===== src/rtl/instruction_prefetch.sv =====
// Fetch unit: owns the fetch PC, streams sequential words into a small prefetch FIFO,
// and shares the single memory port with execute-stage data accesses (data wins).
module instruction_prefetch #(
    parameter int          DEPTH    = 4,
    parameter logic [31:0] RESET_PC = 32'h0
) (
    input  logic        clock,
    input  logic        reset,
    output logic [31:0] mem_address,
    output logic        mem_mode,
    output logic [31:0] mem_wdata,
    input  logic [31:0] mem_rdata,
    input  logic        data_req,
    input  logic        data_mode,
    input  logic [31:0] data_address,
    input  logic [31:0] data_wdata,
    output logic [31:0] data_rdata,
    input  logic        redirect_valid,
    input  logic [31:0] redirect_address,
    output logic        instr_valid,
    output logic [31:0] instr_word,
    output logic [31:0] instr_address,
    input  logic        instr_ready
);
    localparam int              PW         = $clog2(DEPTH);
    localparam logic [PW:0]     FULL_COUNT = DEPTH[PW:0];
    localparam logic [PW:0]     ONE_COUNT  = 1;
    localparam logic [PW-1:0]   ONE_PTR    = 1;

    logic [31:0]   word_q [DEPTH];
    logic [31:0]   addr_q [DEPTH];
    logic [PW-1:0] rd_ptr;
    logic [PW-1:0] wr_ptr;
    logic [PW:0]   count;
    logic [31:0]   fetch_pc;

    logic data_active;
    logic store;
    logic pop;
    logic push;

    // Data accesses are masked during reset so no write can reach memory.
    assign data_active = data_req && !reset;
    assign store       = data_active && data_mode;

    assign mem_address = data_active ? data_address : fetch_pc;
    assign mem_mode    = data_active ? data_mode : 1'b0;
    assign mem_wdata   = data_active ? data_wdata : 32'h0;
    assign data_rdata  = mem_rdata;

    // Handshake: the head transfers when instr_valid && instr_ready in a cycle without
    // redirect; during a redirect the head is still shown but never consumed.
    assign instr_valid   = (count != '0);
    assign instr_word    = word_q[rd_ptr];
    assign instr_address = addr_q[rd_ptr];

    assign pop  = instr_valid && instr_ready && !redirect_valid;
    assign push = !reset && !data_req && !redirect_valid && ((count < FULL_COUNT) || pop);

    always_ff @(posedge clock) begin
        if (reset) begin
            count    <= '0;
            rd_ptr   <= '0;
            wr_ptr   <= '0;
            fetch_pc <= RESET_PC;
            for (int i = 0; i < DEPTH; i++) begin
                word_q[i] <= 32'h0;
                addr_q[i] <= 32'h0;
            end
        end else if (redirect_valid) begin
            count    <= '0;
            rd_ptr   <= '0;
            wr_ptr   <= '0;
            fetch_pc <= redirect_address;
        end else if (store) begin
            count  <= '0;
            rd_ptr <= '0;
            wr_ptr <= '0;
            // FIFO contents are contiguous, so refetch from the oldest surviving entry.
            if (pop) begin
                if (count > ONE_COUNT) begin
                    fetch_pc <= addr_q[rd_ptr + ONE_PTR];
                end
            end else if (count != '0) begin
                fetch_pc <= addr_q[rd_ptr];
            end
        end else begin
            if (push) begin
                word_q[wr_ptr] <= mem_rdata;
                addr_q[wr_ptr] <= fetch_pc;
                wr_ptr         <= wr_ptr + ONE_PTR;
                fetch_pc       <= fetch_pc + 32'd1;
            end
            if (pop) begin
                rd_ptr <= rd_ptr + ONE_PTR;
            end
            case ({push, pop})
                2'b10:   count <= count + ONE_COUNT;
                2'b01:   count <= count - ONE_COUNT;
                default: count <= count;
            endcase
        end
    end
endmodule


===== config.mk =====
export PLATFORM = sky130hd
export DESIGN_NAME = instruction_prefetch
export DESIGN_NICKNAME = d
export VERILOG_FILES = /design/src/rtl/instruction_prefetch.sv
export SDC_FILE = /design/constraint.sdc
export NUM_CORES = 1
export LEC_CHECK = 0
export CELL_PAD_IN_SITES_DETAIL_PLACEMENT = 0
export CELL_PAD_IN_SITES_GLOBAL_PLACEMENT = 1
export CORE_MARGIN = 2
export CORE_UTILIZATION = 30
export DETAILED_ROUTE_END_ITERATION = 16
export PLACE_DENSITY_LB_ADDON = 0.1
export SYNTH_ARGS = -nofsm -noshare
export SYNTH_HDL_FRONTEND = slang
export SYNTH_SLANG_ARGS = --single-unit

===== constraint.sdc =====
create_clock -name clock -period 17.66 [get_ports clock]
set_input_delay 2.649 -clock clock [delete_from_list [all_inputs] [get_ports clock]]
set_output_delay 2.649 -clock clock [all_outputs]
set_load 0.02 [all_outputs]

# Yosys cells after proc, flatten, opt, wreduce, memory -nomap -nowiden
# Memory sizes are Yosys's and may differ from the RTL's. A register that Yosys moved wholly into a read port is not among the register bits.
# Index checks and enable logic that the tools add are counted.
# word_totals
regBits	39
ram_bits	256
output_inout_bits	162
wordCells	62
memories	2
# op_classes
addsub	5
order_cmp	2
n_eq_ne	4
mux	27
reduce_logical	18
# mem_list
memory	words	width	read_ports	rd_clocked_by_memory_dff	wr	line	text
addr_q	4	32	2	1	4	31	logic [31:0] addr_q [DEPTH];
word_q	4	32	1	1	4	30	logic [31:0] word_q [DEPTH];
# ops
operator	count
two-way mux 32 bit	10
OR reduction 32 bit	2
adder 32 x 1 -> 32 bit, second input constant	1
two-way mux 2 bit	6
two-way mux 1 bit	10
inequality test 4 x 3 -> 1 bit, second input constant	2
logical AND 1 bit	7
case mux 3 bit (2 select lines)	1
nonzero test 3 bit	2
adder 2 x 1 -> 2 bit, second input constant	2
adder 3 x 1 -> 3 bit, second input constant	1
> comparator 3 x 1 -> 1 bit, second input constant	1
zero test 1 bit	3
less-than comparator 3 bit, second input constant	1
AND reduction 3 bit	1
OR reduction 3 bit	1
subtractor 3 x 1 -> 3 bit, second input constant	1
equality test 2 x 1 -> 1 bit, second input constant	1
equality test 2 bit, second input constant	1
nonzero test 2 bit	1
logical OR 1 bit	1

# Longest topological paths before layout
# Gate-level depths: netlist (run 1).
# logic_depth
depth_word	12
mapped_depth	11
ltp_nobuf	9

# Worst setup path before layout (run 1)
# No wires, ideal clock.
# synth_timing
kind	input port to flip-flop
start	input redirect_valid
end	memory addr_q[2][0], enable pin
setup_ns	0.574
arrival_time_ns	8.195
required_ns	17.086
slack_ns	8.891
cell_stages	6
n_path_buf	3
path_cell_list	buf_2 > nor4_4 > inv_2 > buf_2 > clkbuf_1 > o21ai_0
# synth_lines
item	line	text
start: declaration	18	input logic redirect_valid,
end: declaration	31	

# Worst setup path in the final report (run 1)
# layout_timing
start	input reset
end	output mem_address[29]
# layout_via
elab_chain_len	3
# layout_rtl
item	line	text
start: declaration	8	input logic reset,
zero test 1 bit	43	assign data_active = data_req && !reset;
logical AND 1 bit	43	
two-way mux 32 bit	46	assign mem_address = data_active ? data_address : fetch_pc;
end: declaration	9	output logic [31:0] mem_address,
# No other way between the ends.

==> impl_results.md, run 1 <==
- Clock Sinks: 297
- Worst Setup Start Kind: primary input
- HP Class: reg -> reg
- WP data required: 15.01 ns
- Critical path arrival: 5.03 ns
- Leakage power total: 6.91 nW
- Final GP Congestion: 0.786
- First-pass GRT wire length: 75,400 µm
- Status: finished, final reports clean
- Fin area: 20,000 µm²
- Sum Neg Setup Slack: 0 ns
- Most frequent cell after synthesis: edfxtp_1
- Clock transition at path regs: 0.06 ns
- I/O Buffers: 295
- Synthesized Nets: 1,364
- Worst Tran Pin Value: 1.11 ns
- Max Freq: 0.130 GHz
- Core box area: 51,200 µm²
- Final Cycle Share: 43.5%
- Comb pwr share: 11.6%
- Vias in the first global route: 11,100
- Layout cells sized above 1: 15.6%
- Clock power frac: 40.6%
- Initial antenna violation count: 1
- Hold Slack: 0.515 ns
- Register area share after synthesis: 55.0%
- Area after DPL: 18,900 µm²
- Final core utilization: 39.0%
- Worst-Skew Late Latency: 0.55 ns
- Routed Antenna Nets: 0
- Place WS: 9.97 ns
- Max cap viols: 0
- Worst-path fanout max: 72
- Total grt overflow: 0
- Gr usage total: 19.2%
- Die width: 231 µm
- Non-filler cells, final: 2,166
- Die area: 53,400 µm²
- Ys flop type: edfxtp_1
- Largest net degree at the start of global routing: 73
- Final Hold Viols: 0
- Net switching power: 426 µW
- Critical setup path kind: in -> out
- CTS Buffer Depth: 3
- RSZ-0062 raised after global routing: false
- Overall routed net length: 51,000 µm
- Yosys reg bits: 297
- Post-synth top cells: edfxtp_1, and2_1, nand2_1
- Post-synth EDFFs: 256
- Biggest area consumer among synthesized cells: edfxtp_1
- Synth Instances: 1,225
- Clk root buf: clkbuf_16
- Initial drt markers: 709
- Max VDD drop: 0.0489 mV
- Routed wire per std cell: 23.5 µm
- Post-synth cell types: 64
- Pre-antenna DRT Iters: 5
- Routed via count: 10,700
- Design Power: 1.71 mW
- Setup Viol. Count Final: 0
- Fin nets: 1,600
- Yosys top cell area share: 49.7%
- Worst setup margin: 9.98 ns
- CTS tree: done
- I/O pin count: 296
- Initial Util: 30.2%
- FP Rows: 83
- CTS Hold Bufs: 0
- Post-synthesis cell area: 15,500 µm²
- Pint: 1.28 mW
- Postcts setup bufs: 0
- Cts bufs inserted: 36
- Synth top area cells: edfxtp_1, mux4_2, and2_1, dfxtp_1, nand2_1
- Final slew viol count: 0
- Vias per inst: 4.95
- Yosys warns: 0
- Seq pwr share: 47.7%
- Diodes inserted: 0
- Worst Skew: 0.0215 ns
- Sw frac: 24.9%
- CP Capture Type: output port
- Hpwl dp: 32,400 µm
- Fill cells: 4,980
- Die Span Y: 231 µm
- Pwr per Cell Area: 85.6 nW/µm²
- Mean post-synth cell area: 12.6 µm²
- Worst slew margin: 25.4%
- Post-CTS Resized: 0
- DP Cell Count: 2,103
- H-tree Lvls: 2
- Layout area overhead: 29.0%
- Post-route DRC: 0
- Post-layout minimum cycle time: 7.68 ns
- Async SR Flop Fraction: 0%
[logic make-up after synthesis]
kind of cell	Yosys count	synth area share, %
adders and majority gates	5	0.404
xor gates and xnor gates	16	0.905
muxes	133	16.6
buffers and inverters	159	5.13
and+or+nand+nor	492	16.9
AOI/OAI and AO/OA	123	5.13
DFF	297	55.0
[final cells by class]
type | instances | area (µm²) | share of cell area [%]
clock buffer | 44 | 952 | 4.77
inverter | 34 | 128 | 0.639
multi-input combinational | 769 | 6240 | 31.2
timing repair buffer | 323 | 3160 | 15.8
sequential | 297 | 8520 | 42.7
tap | 680 | 851 | 4.26
clock inverter | 19 | 119 | 0.595
[path summary, 6_finish.rpt]
check        cells after the start         endpoint     start  slack (ns)
min reg2reg                      2         count[2]  count[2]        0.52
max                              6  mem_address[29]     reset        9.98
max reg2reg                      6     addr_q[1][2]  count[2]       14.19
min                              2         count[2]  count[2]        0.52
[critical path, stage by stage]
cell,delay [ns]
clkdlybuf4s50_1,0.40
buf_4,0.25
nor2b_4,0.18
buf_4,0.55
mux2_2,0.41
clkdlybuf4s50_1,0.55
[layer usage]
layer  track usage [%]  part of all wire [%]  vias to the layer above
met5                 0                     0                        -
met4              5.06                   1.9                        0
met3              3.51                   6.2                       53
met2              31.7                    48                      333
met1              25.8                    44                     5370
li1                  -                     -                     4959
[flip-flops by register name, indices dropped and copies added, names as in the netlist, named ones only]
name / flops
addr_q: 128
count: 3
fetch_pc: 32
rd_ptr: 2
word_q: 128
wr_ptr: 2
[power by group through the flow]
stage               Sequential, mW  Combinational (mW)  Clock [mW]
floorplan                    0.819               0.107           0
global placement             0.830               0.202           0
detailed placement           0.831               0.202           0
CTS                          0.816               0.203       0.715
global route                 0.821               0.214       0.740
finish                       0.816               0.199       0.695
[layout by cell type, fill, tap and decap left out, types with 9 or more instances in the layout]
cell type / Yosys / final
mux2i_1: 13 / 13
clkbuf_16: 0 / 37
clkinv_2: 0 / 9
edfxtp_1: 256 / 256
buf_4: 34 / 28
dfxtp_1: 41 / 38
a211oi_1: 12 / 12
o21ai_0: 34 / 32
nand3_1: 17 / 17
nor3_1: 31 / 31
nor2_1: 95 / 93
and2_1: 191 / 191
mux2_2: 24 / 24
mux4_2: 96 / 96
clkdlybuf4s50_1: 0 / 295
inv_1: 30 / 30
nand2_1: 106 / 104
a21oi_1: 32 / 32
No activity file was read; power rests on OpenSTA's default activity.
==> run 2: changes to the inputs <==
clock period = 6.2 ns   (was 17.66 ns; I/O delays follow)
==> run 2 against run 1 <==
Flip-flop and latch count stayed put. First-iteration DRC count is 20% higher. Highest routed layer unchanged. Largest cell class unchanged. Non-clock buffer count did not move.
==> impl_results.md, run 2 (synthesized netlist as in run 1, its figures left out) <==
- Status: finished, final reports clean
- Final GP Congestion: 0.762 (-3.1%)
- Overall routed net length: 53,600 µm (+5.2%)
- First-pass GRT wire length: 77,600 µm (+3.0%)
- Core box area: 51,200 µm² (unchanged)
- Post-route DRC: 0 (unchanged)
- FP Rows: 83 (unchanged)
- Final Cycle Share: 75.1%
- Hold depth: 2 (unchanged)
- Max Freq: 0.215 GHz
- Routed wire per std cell: 24.7 µm (+5.0%)
- Initial Util: 30.2% (unchanged)
- Layout area overhead: 29.7%
- CTS tree: done
- H-tree Lvls: 2 (unchanged)
- Largest net degree at the start of global routing: 64 (-12%)
- Critical setup path kind: in -> out
- Initial drt markers: 850 (+20%)
- Worst slew margin: 10.5% (-15 points)
- Worst Setup Start Kind: primary input
- I/O pin count: 296 (unchanged)
- Max cap viols: 0 (unchanged)
- Setup Viol. Count Final: 0 (unchanged)
- Final core utilization: 39.2% (+0.21 points)
- Total grt overflow: 0 (unchanged)
- Gr usage total: 19.9% (+0.75 points)
- Post-layout minimum cycle time: 4.65 ns
- Pre-antenna DRT Iters: 5 (unchanged)
- Max VDD drop: 0.161 mV (+230%)
- Clk root buf: clkbuf_16
- Most common cell after layout, fill and taps aside: clkdlybuf4s50_1
- Die Span Y: 231 µm (unchanged)
- Final Hold Viols: 0 (unchanged)
- Fin nets: 1,601 (+0.063%)
- Vias in the first global route: 11,200 (+0.83%)
- Fill cells: 4,934 (-0.92%)
- Die width: 231 µm (unchanged)
- Worst-path fanout max: 26 (-64%)
- Clock Sinks: 297 (unchanged)
- Cts bufs inserted: 37 (+2.8%)
- Diodes inserted: 0 (unchanged)
- Routed via count: 10,900 (+1.5%)
- Sum Neg Setup Slack: 0 ns (unchanged)
- CTS Buffer Depth: 3 (unchanged)
- Routed Antenna Nets: 0 (unchanged)
- RSZ-0062 raised after global routing: false
- Vias per inst: 5.01 (+1.3%)
- Post-CTS Resized: 0 (unchanged)
- Critical path arrival: 3.72 ns (-1.31 ns)
- Hpwl dp: 34,400 µm (+6.4%)
- Final slew viol count: 0 (unchanged)
- Postcts setup bufs: 0 (unchanged)
- Initial antenna violation count: 0 (-1)
- CTS Hold Bufs: 0 (unchanged)
- Leakage power total: 6.95 nW (+0.56%)
- CP Capture Type: output port
- Hold Slack: 0.517 ns (+0.00186 ns)
- Layout cells sized above 1: 15.4% (-0.18 points)
- Worst Tran Pin Value: 1.34 ns (+0.227 ns)
- FF-to-FF path depth: 6 (unchanged)
- Worst-Skew Late Latency: 0.55 ns (about the same)
- Clock transition at path regs: 0.06 ns (about the same)
- WP data required: 5.27 ns (-9.74 ns)
- Worst Skew: 0.0199 ns (-0.00160 ns)
- Largest regs: addr_q: 128 flops, word_q: 128 flops, fetch_pc: 32 flops
- Most frequent cells in the layout: clkdlybuf4s50_1, edfxtp_1, and2_1
- I/O Buffers: 295 (unchanged)
- Pwr per Cell Area: 249 nW/µm² (+190%)
- HP Class: reg -> reg
- Die area: 53,400 µm² (unchanged)
[run 2: changes by cell type in the layout (fill, tap and decap cells not counted), moves of 2 or more]
cell	before	now
buf_12	0	3
buf_4	28	25
clkbuf_1	7	11
clkbuf_16	37	39
clkinv_1	8	11
clkinv_2	9	4
[run 2: area by class of cell]
class / instances / area (µm²) / share of cell area [%]
Sequential cell: 297 / 8520 / 42.4
Multi-Input combinational cell: 769 / 6240 / 31.1
Timing Repair Buffer: 323 / 3200 / 15.9
Clock buffer: 50 / 1020 / 5.07
Tap cell: 680 / 851 / 4.24
Inverter: 34 / 128 / 0.636
Clock inverter: 17 / 126 / 0.629
[run 2: path summary, 6_finish.rpt]
kind / startpoint / endpoint / slack [ns]
worst max-delay path: reset / mem_mode / 1.55
worst min-delay path: count[2] / count[2] / 0.52
worst max register to register: count[2] / addr_q[0][20] / 3.00
worst min register to register: count[2] / count[2] / 0.52
[run 2: layer usage]
layer	wire length [µm]	global-route usage, %	part of all wire (%)	vias to the layer above
met5	0	0	0	-
met2	26100	33.3	49	345
met3	2760	3.32	5.1	51
met4	1030	5.22	1.9	0
li1	-	-	-	4955
met1	23800	26.8	44	5521
[run 2: critical path, cell delays in order]
cell and delay [ns]:
clkdlybuf4s50_1 0.40, buf_4 0.26, nor2b_4 0.61, nand2_4 0.31, inv_2 0.47, clkdlybuf4s50_1 0.72
[run 2: power by group]
group / internal (mW) / leakage [nW] / switching [mW]
Combinational: 0.274 / 3.45 / 0.305
Clock: 1.23 / 0.558 / 0.856
Sequential: 2.25 / 2.95 / 0.0747
[run 2: metrics by stage]
| step | setup slack [ns] | cell area, µm² | power (mW) | std cells |
|---|---|---|---|---|
| 6_report | 1.55 | 20100 | 4.99 | 2170 |
| 5_1_grt | 1.41 | 20100 | 5.17 | 2170 |
| 4_1_cts | 1.53 | 20100 | 5.06 | 2170 |
| 3_5_place_dp | 1.54 | 18900 | 2.96 | 2103 |
| 3_3_place_gp | 1.57 | 18900 | 2.95 | 2103 |
| 2_1_floorplan | 0.883 | 15500 | 2.63 | 1225 |
==> patch, RTL diff (settings of run 1) <==
Add an input register stage for `data_mode`, without a reset; this delays it by one clock. The other inputs are not delayed to match.
--- a/src/rtl/instruction_prefetch.sv
+++ b/src/rtl/instruction_prefetch.sv
@@ -28,4 +28,10 @@
     localparam logic [PW-1:0]   ONE_PTR    = 1;
 
+    logic data_mode_q;
+
+    always_ff @(posedge clock) begin
+        data_mode_q <= data_mode;
+    end
+
     logic [31:0]   word_q [DEPTH];
     logic [31:0]   addr_q [DEPTH];
@@ -42,8 +48,8 @@
     // Data accesses are masked during reset so no write can reach memory.
     assign data_active = data_req && !reset;
-    assign store       = data_active && data_mode;
+    assign store       = data_active && data_mode_q;
 
     assign mem_address = data_active ? data_address : fetch_pc;
-    assign mem_mode    = data_active ? data_mode : 1'b0;
+    assign mem_mode    = data_active ? data_mode_q : 1'b0;
     assign mem_wdata   = data_active ? data_wdata : 32'h0;
     assign data_rdata  = mem_rdata;
Function: changed (a bounded check fails within 4 cycles, from zero or initial values and one cycle with reset high).
==> patch against run 1 <==
- critical path depth unchanged
- non-clock buffer count decreased by 1
- combinational power barely moved
- synthesized area rose by 0.13%
- routed wire length rose by 3.7%
- first-iteration DRC count increased by 24%
- critical path type unchanged
- final area grew 0.26%
- total power rose by 1.2%
- sequential cell count rose by 1
- clock power grew 2.9%
- worst setup slack worse by 390 ps
- utilization increased by 0.10 points
- worst hold slack better by 15 ps
==> patch: results <==
export IMPL_drive_above_1_share_pct=15.4
export IMPL_synth_avg_cell_area_um2=12.6
export IMPL_drtPass1Iterations=4
export IMPL_vdd_drop_max_mv=0.0429
export IMPL_gp_congestion=0.779
export IMPL_fin_cells=2171
export IMPL_grtUsageTotal_pct=19.7
export IMPL_fin_worst_skew_ps=11.5
export IMPL_r2r_end="word_q[1][12]$_SDFFCE_PN0P_"
export IMPL_wire_per_inst_um=24.3
export IMPL_drt_iter0_drc=879
export IMPL_worstMarginPinSlew_ps=1100
export IMPL_synth_area_top_cells="edfxtp_1, mux4_2, and2_1, dfxtp_1, nand2_1"
export IMPL_hpwl_um=32800
export IMPL_grt_pass1_wl_um=77400
export IMPL_hp_start="count[2]$_SDFFE_PP0P_"
export IMPL_yosysSeqAreaShare_pct=55.0
export IMPL_slowest_delay_ps=710
export IMPL_hold_ws_ps=531
export IMPL_synth_edff_count=256
export IMPL_n_fill_cell=4881
export IMPL_antenna_found_initial=3
export IMPL_rrSetupSlack_ps=14350
export IMPL_p_leak_nw=6.93
export IMPL_status="finished clean"
export IMPL_critPathMaxFanout=26
export IMPL_grt_start_max_net_pins=57
export IMPL_postPlaceCellArea_um2=18900
export IMPL_rr_worst_depth=7
export IMPL_syn_nets=1365
export IMPL_hold_path_end="count[2]$_SDFFE_PP0P_"
export IMPL_vias_per_cell=5.02
export IMPL_cp_arrival_ps=5420
export IMPL_grt_pass1_vias=11331
export IMPL_cpMaxStageDelayCell="clkdlybuf4s50_1"
==> patch: report_power, final <==
group / internal, mW / total (mW) / switching (mW)
clock: 0.413 / 0.715 / 0.302
combinational: 0.0942 / 0.199 / 0.105
sequential: 0.793 / 0.817 / 0.0241
==> patch: kinds of logic (layout without fill, tap and decap cells) <==
family                     count (synthesis)  count (layout)  synth area share, %
adders and majority gates                  5               5                0.404
DFF                                      298             298                 55.0
buffers and inverters                    159             422                 5.13
other                                      0               2                    0
muxes                                    133             133                 16.5
and+or+nand+nor                          492             492                 16.9
xor gates and xnor gates                  16              16                0.904
AOI/OAI and AO/OA                        123             123                 5.13
==> patch: worst max-delay path by stage <==
stage / slack [ps] / start / cells past startpoint / endpoint
detailed placement: 9550 / reset / 6 / mem_address[30]
floorplan: 8890 / redirect_valid / 6 / addr_q[2][0]$_SDFFCE_PN0P_
CTS: 9540 / reset / 6 / mem_address[30]
global route: 9450 / reset / 6 / mem_mode
finish: 9590 / reset / 6 / mem_mode
global placement: 9590 / reset / 6 / mem_address[30]
==> patch: cell type report <==
cell class,instances,area share (%)
diodes,2,0.0250
repair buffers,322,15.7
well taps,680,4.25
clock buffers,51,5.04
multi-input cells,769,31.2
flip-flops and latches,298,42.7
inverters,34,0.637
clock inverters,15,0.481
==> patch: critical path: cells and delay by family <==
family | cells | cell delay, ps
buffers and inverters | 4 | 1840
and+or+nand+nor | 2 | 900
==> patch: per-stage QoR <==
step / utilization [%] / setup slack (ps)
CTS: 39.1 / 9540
floorplan: - / 8890
detailed placement: 36.9 / 9550
global placement: 36.9 / 9590
finish: 39.1 / 9590
global route: 39.1 / 9450
==> patch: layer usage <==
| metal | track usage, % | up-vias | routed length, um | part of all wire, % |
|---|---|---|---|---|
| li1 | - | 4954 | - | - |
| met1 | 26.2 | 5511 | 23000 | 43 |
| met2 | 33.0 | 357 | 25700 | 49 |
| met3 | 3.31 | 74 | 2850 | 5.4 |
| met4 | 6.07 | 2 | 1340 | 2.5 |
| met5 | 0 | - | 13 | 0.025 |
